`config.mk`:
```
export PLATFORM = sky130hd
export DESIGN_NAME = add_stream_acc
export DESIGN_NICKNAME = d
export VERILOG_FILES = /design/src/rtl/add_pkg.sv /design/src/rtl/add_sat_core.sv /design/src/rtl/add_stream_acc.sv
export SDC_FILE = /design/constraint.sdc
export NUM_CORES = 1
export LEC_CHECK = 0
export BUFFER_PORTS_ARGS = -buffer_cell sky130_fd_sc_hd__buf_2
export CAP_MARGIN = 25
export CORE_ASPECT_RATIO = 0.5
export CORE_MARGIN = 5
export CORE_UTILIZATION = 50
export CTS_CLUSTER_SIZE = 14
export DETAILED_ROUTE_END_ITERATION = 16
export GPL_TIMING_DRIVEN = 0
export HOLD_SLACK_MARGIN = 0.08
export PLACE_DENSITY = 0.77
export SETUP_SLACK_MARGIN = 0.5
export SKIP_LAST_GASP = 1
export SYNTH_ARGS = -nofsm -noshare
export SYNTH_HDL_FRONTEND = slang
export SYNTH_SLANG_ARGS = --single-unit
```
`constraint.sdc`:
```
create_clock -name clk -period 3.08 [get_ports clk]
set_clock_uncertainty 0.15 [all_clocks]
set_input_delay 0.154 -clock clk [delete_from_list [all_inputs] [get_ports clk]]
set_output_delay 0.154 -clock clk [all_outputs]
set_load 0.01 [all_outputs]
```
`src/rtl/add_pkg.sv`:
```
// Shared types and constants for the streaming adder/accumulator.
package add_pkg;

  typedef enum logic {
    IDLE  = 1'b0,
    ACCUM = 1'b1
  } state_e;

  localparam int SAT_WRAP  = 0;
  localparam int SAT_CLAMP = 1;

endpackage

```
`src/rtl/add_sat_core.sv`:
```
// Combinational acc + a + b with carry-out detection and optional clamp.
module add_sat_core
  import add_pkg::*;
#(
  parameter int WIDTH = 4,
  parameter int ACC_W = 8,
  parameter int SAT   = SAT_WRAP
) (
  input  logic [ACC_W-1:0] acc,
  input  logic [WIDTH-1:0] a,
  input  logic [WIDTH-1:0] b,
  output logic [ACC_W-1:0] sum,
  output logic             ovf
);
  logic [WIDTH:0] ab;
  logic [ACC_W:0] full;

  always_comb begin
    ab   = {1'b0, a} + {1'b0, b};
    full = {1'b0, acc} + {{(ACC_W - WIDTH){1'b0}}, ab};
    ovf  = full[ACC_W];
    sum  = full[ACC_W-1:0];
    if (SAT == SAT_CLAMP && ovf) begin
      sum = '1;
    end
  end

endmodule

```
`src/rtl/add_stream_acc.sv`:
```
// Valid/ready adder: plain a+b sums or packet accumulation, registered result.
module add_stream_acc
  import add_pkg::*;
#(
  parameter int WIDTH = 4,
  parameter int ACC_W = 8,
  parameter int CNT_W = 8,
  parameter int SAT   = SAT_WRAP
) (
  input  logic             clk,
  input  logic             rst_n,
  input  logic             in_valid,
  output logic             in_ready,
  input  logic [WIDTH-1:0] in_a,
  input  logic [WIDTH-1:0] in_b,
  input  logic             in_acc_en,
  input  logic             in_last,
  output logic             out_valid,
  input  logic             out_ready,
  output logic [ACC_W-1:0] out_sum,
  output logic [CNT_W-1:0] out_cnt,
  output logic             out_ovf
);
  if (ACC_W < WIDTH + 1) begin : g_bad_acc_w
    $error("add_stream_acc: ACC_W must be >= WIDTH+1");
  end

  state_e           state_q, state_d;
  logic [ACC_W-1:0] acc_q, acc_d;
  logic [CNT_W-1:0] cnt_q, cnt_d;
  logic             ovf_q, ovf_d;
  logic             out_valid_q, out_valid_d;
  logic [ACC_W-1:0] out_sum_q, out_sum_d;
  logic [CNT_W-1:0] out_cnt_q, out_cnt_d;
  logic             out_ovf_q, out_ovf_d;

  logic             accept;
  logic             in_accum;
  logic [ACC_W-1:0] core_acc;
  logic [ACC_W-1:0] core_sum;
  logic             core_ovf;
  logic [CNT_W-1:0] cnt_inc;
  logic             ovf_acc;

  assign in_ready = !out_valid_q || out_ready;
  assign accept   = in_valid && in_ready;
  assign in_accum = (state_q == ACCUM);
  // A beat in IDLE always starts from zero, so plain sums share the adder.
  assign core_acc = in_accum ? acc_q : '0;
  assign cnt_inc  = !in_accum ? CNT_W'(1) :
                    (&cnt_q) ? cnt_q : cnt_q + CNT_W'(1);
  assign ovf_acc  = (in_accum && ovf_q) || core_ovf;

  add_sat_core #(
    .WIDTH (WIDTH),
    .ACC_W (ACC_W),
    .SAT   (SAT)
  ) u_core (
    .acc (core_acc),
    .a   (in_a),
    .b   (in_b),
    .sum (core_sum),
    .ovf (core_ovf)
  );

  always_comb begin
    state_d     = state_q;
    acc_d       = acc_q;
    cnt_d       = cnt_q;
    ovf_d       = ovf_q;
    out_valid_d = out_valid_q && !out_ready;
    out_sum_d   = out_sum_q;
    out_cnt_d   = out_cnt_q;
    out_ovf_d   = out_ovf_q;
    if (accept) begin
      if ((in_accum || in_acc_en) && !in_last) begin
        state_d = ACCUM;
        acc_d   = core_sum;
        cnt_d   = cnt_inc;
        ovf_d   = ovf_acc;
      end else begin
        state_d     = IDLE;
        acc_d       = '0;
        cnt_d       = '0;
        ovf_d       = 1'b0;
        out_valid_d = 1'b1;
        out_sum_d   = core_sum;
        out_cnt_d   = cnt_inc;
        out_ovf_d   = ovf_acc;
      end
    end
  end

  always_ff @(posedge clk) begin
    if (!rst_n) begin
      state_q     <= IDLE;
      acc_q       <= '0;
      cnt_q       <= '0;
      ovf_q       <= 1'b0;
      out_valid_q <= 1'b0;
      out_sum_q   <= '0;
      out_cnt_q   <= '0;
      out_ovf_q   <= 1'b0;
    end else begin
      state_q     <= state_d;
      acc_q       <= acc_d;
      cnt_q       <= cnt_d;
      ovf_q       <= ovf_d;
      out_valid_q <= out_valid_d;
      out_sum_q   <= out_sum_d;
      out_cnt_q   <= out_cnt_d;
      out_ovf_q   <= out_ovf_d;
    end
  end

  assign out_valid = out_valid_q;
  assign out_sum   = out_sum_q;
  assign out_cnt   = out_cnt_q;
  assign out_ovf   = out_ovf_q;

endmodule
```
==> reports/metrics.cfg <==
[detailed_routing]
dr.pass1.iters=4
met3_length_um=154
wire_per_inst_um=14.31
ant_nets=0
drc=0
vias_per_cell=5.461
wl_mm=4.380
maxUsedRoutingLayer=met4
num_vias=1671
drt-met1-wl_mm=1.987
wl_met2_mm=2.170
drtIter0Drc=80

[min_path]
hold_depth=3
hp-class=primary input to flip-flop
hold_path_end=cnt_q[1]$_SDFFE_PN0P_
min_from=in_valid

[power_and_ir_drop]
peakVddDrop_v=0.0001649
p_leak_nw=0.9859
powerDensity_mw_per_mm2=415.3

[sta]
rsz0062_at_grt=yes
fin_crit_sh_pct=90.10
fmax_mhz=360.3
maxSlewHeadroom_pct=67.47
fin_tns_setup_ns=0
finalCriticalPeriod_ns=2.775
drv_slew=0
setup_violations=0
tightest_slew_ns=0.4880
hold_viol=0

[clock_network]
clock_path_buffers=2
numCtsBuffers=5
clk_pin_slew_ns=0.07
cts_tree=built
clock_sinks=36
clock_latency_ns=0.29
cts-root-buf=clkbuf_8
htreeDepth=2

[die]
start_util_pct=53.55
dieHeight_um=53.47
die_x_um=96.93
die-area_mm2=0.005182
io_pins=33
num_rows=15
core-area_mm2=0.003528

[flow_run]
maxCapViolCount=0

[synthesis]
ys_types=54
synthTopCellsByArea=dfxtp_1 (38%), nand2_1 (5.8%), fa_1 (5.3%), ha_1 (3.3%), nand3_1 (2.6%)
ys_seq_area_share_pct=38.15
ys_ff_latch=36
synthTopCellsByCount=dfxtp_1 (36), nand2_1 (29), nand3_1 (10)
yosysMostFrequentCell=dfxtp_1
synth_edf_count=0
synth_warnings=0
synth_area_per_cell_um2=9.171
synthFlopType=dfxtp_1
syn_area_mm2=0.001889
synth_top_area_cell=dfxtp_1
synthCells=206
async_flop_share_pct=0
synth_top_area_share_pct=38.15
synth_nets=230

[place]
placed_cells=288
dp_hpwl_mm=3.198
port_buffers=31
finalWeightedCongestion=0.8463

[global_routing]
grt_overflow=0
antenna_found_initial=0
first_global_vias=1624
grt_max_degree=11
grtUsageTotal_pct=18.82
grt_pass1_wl_mm=7.603

[setup_path]
path_class=flip-flop to flip-flop
r2r_cells=12
start_kind=flip-flop
r2r-start=in_accum$_SDFFE_PN0P_
cp-end-kind=flip-flop
crit_required_ns=3.15
reg2reg_slack_ns=0.30
reg2reg_to=out_sum[7]$_SDFFE_PN0P_
worst-path-max-fanout=5
arrival_ns=2.84

[final_layout]
final_util_pct=66.67
nets=279
final_cells=306
drive_gt1_share_pct=30.20
diodes=0
syn2layout_area_growth_pct=24.50

[run_status]
status=complete, no violations

state kept, by name, indices dropped and copies added, names as in the netlist:
name,count
acc_q,8
cnt_q,8
in_accum,1
out_cnt,8
out_ovf,1
out_sum,8
out_valid,1
ovf_q,1
report_power, final:
part	internal (mW)	switching (mW)	leakage (nW)	total (mW)
sequential	0.479	0.00806	0.292	0.487
clock	0.154	0.159	0.0410	0.313
combinational	0.0834	0.0937	0.653	0.177
total	0.716	0.261	0.986	0.977
through the flow:
| step | setup slack [ns] | cell area [um^2] | power [mW] | hold slack [ns] |
|---|---|---|---|---|
| floorplan | 0.3588 | 1933 | 0.6045 | 0.2395 |
| global placement | 0.2202 | 2152 | 0.6464 | 0.2773 |
| detailed placement | 0.1861 | 2152 | 0.6510 | 0.2864 |
| CTS | 0.3233 | 2331 | 0.9786 | 0.1491 |
| global route | 0.1871 | 2352 | 1.024 | 0.1976 |
| finish | 0.3048 | 2352 | 0.9768 | 0.1755 |
critical path, stage by stage (launching register included):
cell and delay (ns):
dfxtp_2 0.32, buf_6 0.11, clkbuf_16 0.14, and2_4 0.13, fa_1 0.48, ha_2 0.19, inv_2 0.04, fa_2 0.33
nand2b_4 0.16, a211oi_2 0.27, xor2_1 0.17, nand2_1 0.10, o21ai_1 0.12
final cells by class:
| type | instances | area, um^2 |
|---|---|---|
| Buffer | 9 | 80.08 |
| Clock buffer | 6 | 72.57 |
| Clock inverter | 1 | 5.005 |
| Fill cell | 302 | 1176 |
| Inverter | 6 | 22.52 |
| Multi-Input combinational cell | 155 | 1140 |
| Sequential cell | 36 | 721.9 |
| Tap cell | 51 | 63.81 |
| Timing Repair Buffer | 42 | 246.5 |
timing repair:
action	in CTS	in global routing
endpoints found under the hold margin	6	0
resized for setup	6	2
hold buffers	2	0
setup endpoints to repair	9	13
pin swaps	11	13
buffers inserted	7	2
worst max path at each step:
stage                                         end                   from  depth (start not counted)
after floorplan             acc_q[5]$_SDFFE_PN0P_  in_accum$_SDFFE_PN0P_                         12
after global placement    out_sum[7]$_SDFFE_PN0P_  in_accum$_SDFFE_PN0P_                         12
after detailed placement    acc_q[5]$_SDFFE_PN0P_  in_accum$_SDFFE_PN0P_                         12
after CTS                 out_sum[7]$_SDFFE_PN0P_  in_accum$_SDFFE_PN0P_                         12
after global routing        acc_q[7]$_SDFFE_PN0P_  in_accum$_SDFFE_PN0P_                         12
final                     out_sum[7]$_SDFFE_PN0P_  in_accum$_SDFFE_PN0P_                         12
cells by family after synthesis:
group,share of synthesized area [%]
mux,0.5298
fa+ha+maj,8.609
flops,38.15
xor+xnor,3.245
buf+inv,4.304
compound gates,22.38
simple gates,22.78
placed cells by master (no fill, tap or decap), types with 6 or more instances in the layout:
cell and n:
dfxtp_1 35, buf_2 33, nand2_1 29, nand3_1 10
nor2_1 8, o21ai_0 8, buf_4 8, o21ai_1 7
and2_1 6, a21boi_1 6
layer usage:
metal,track usage (%),vias to the layer above
li1,-,824
met1,21.87,808
met2,33.68,32
met3,4.737,7
met4,8.392,0
met5,0,-
No activity file was read; power rests on OpenSTA's default activity.
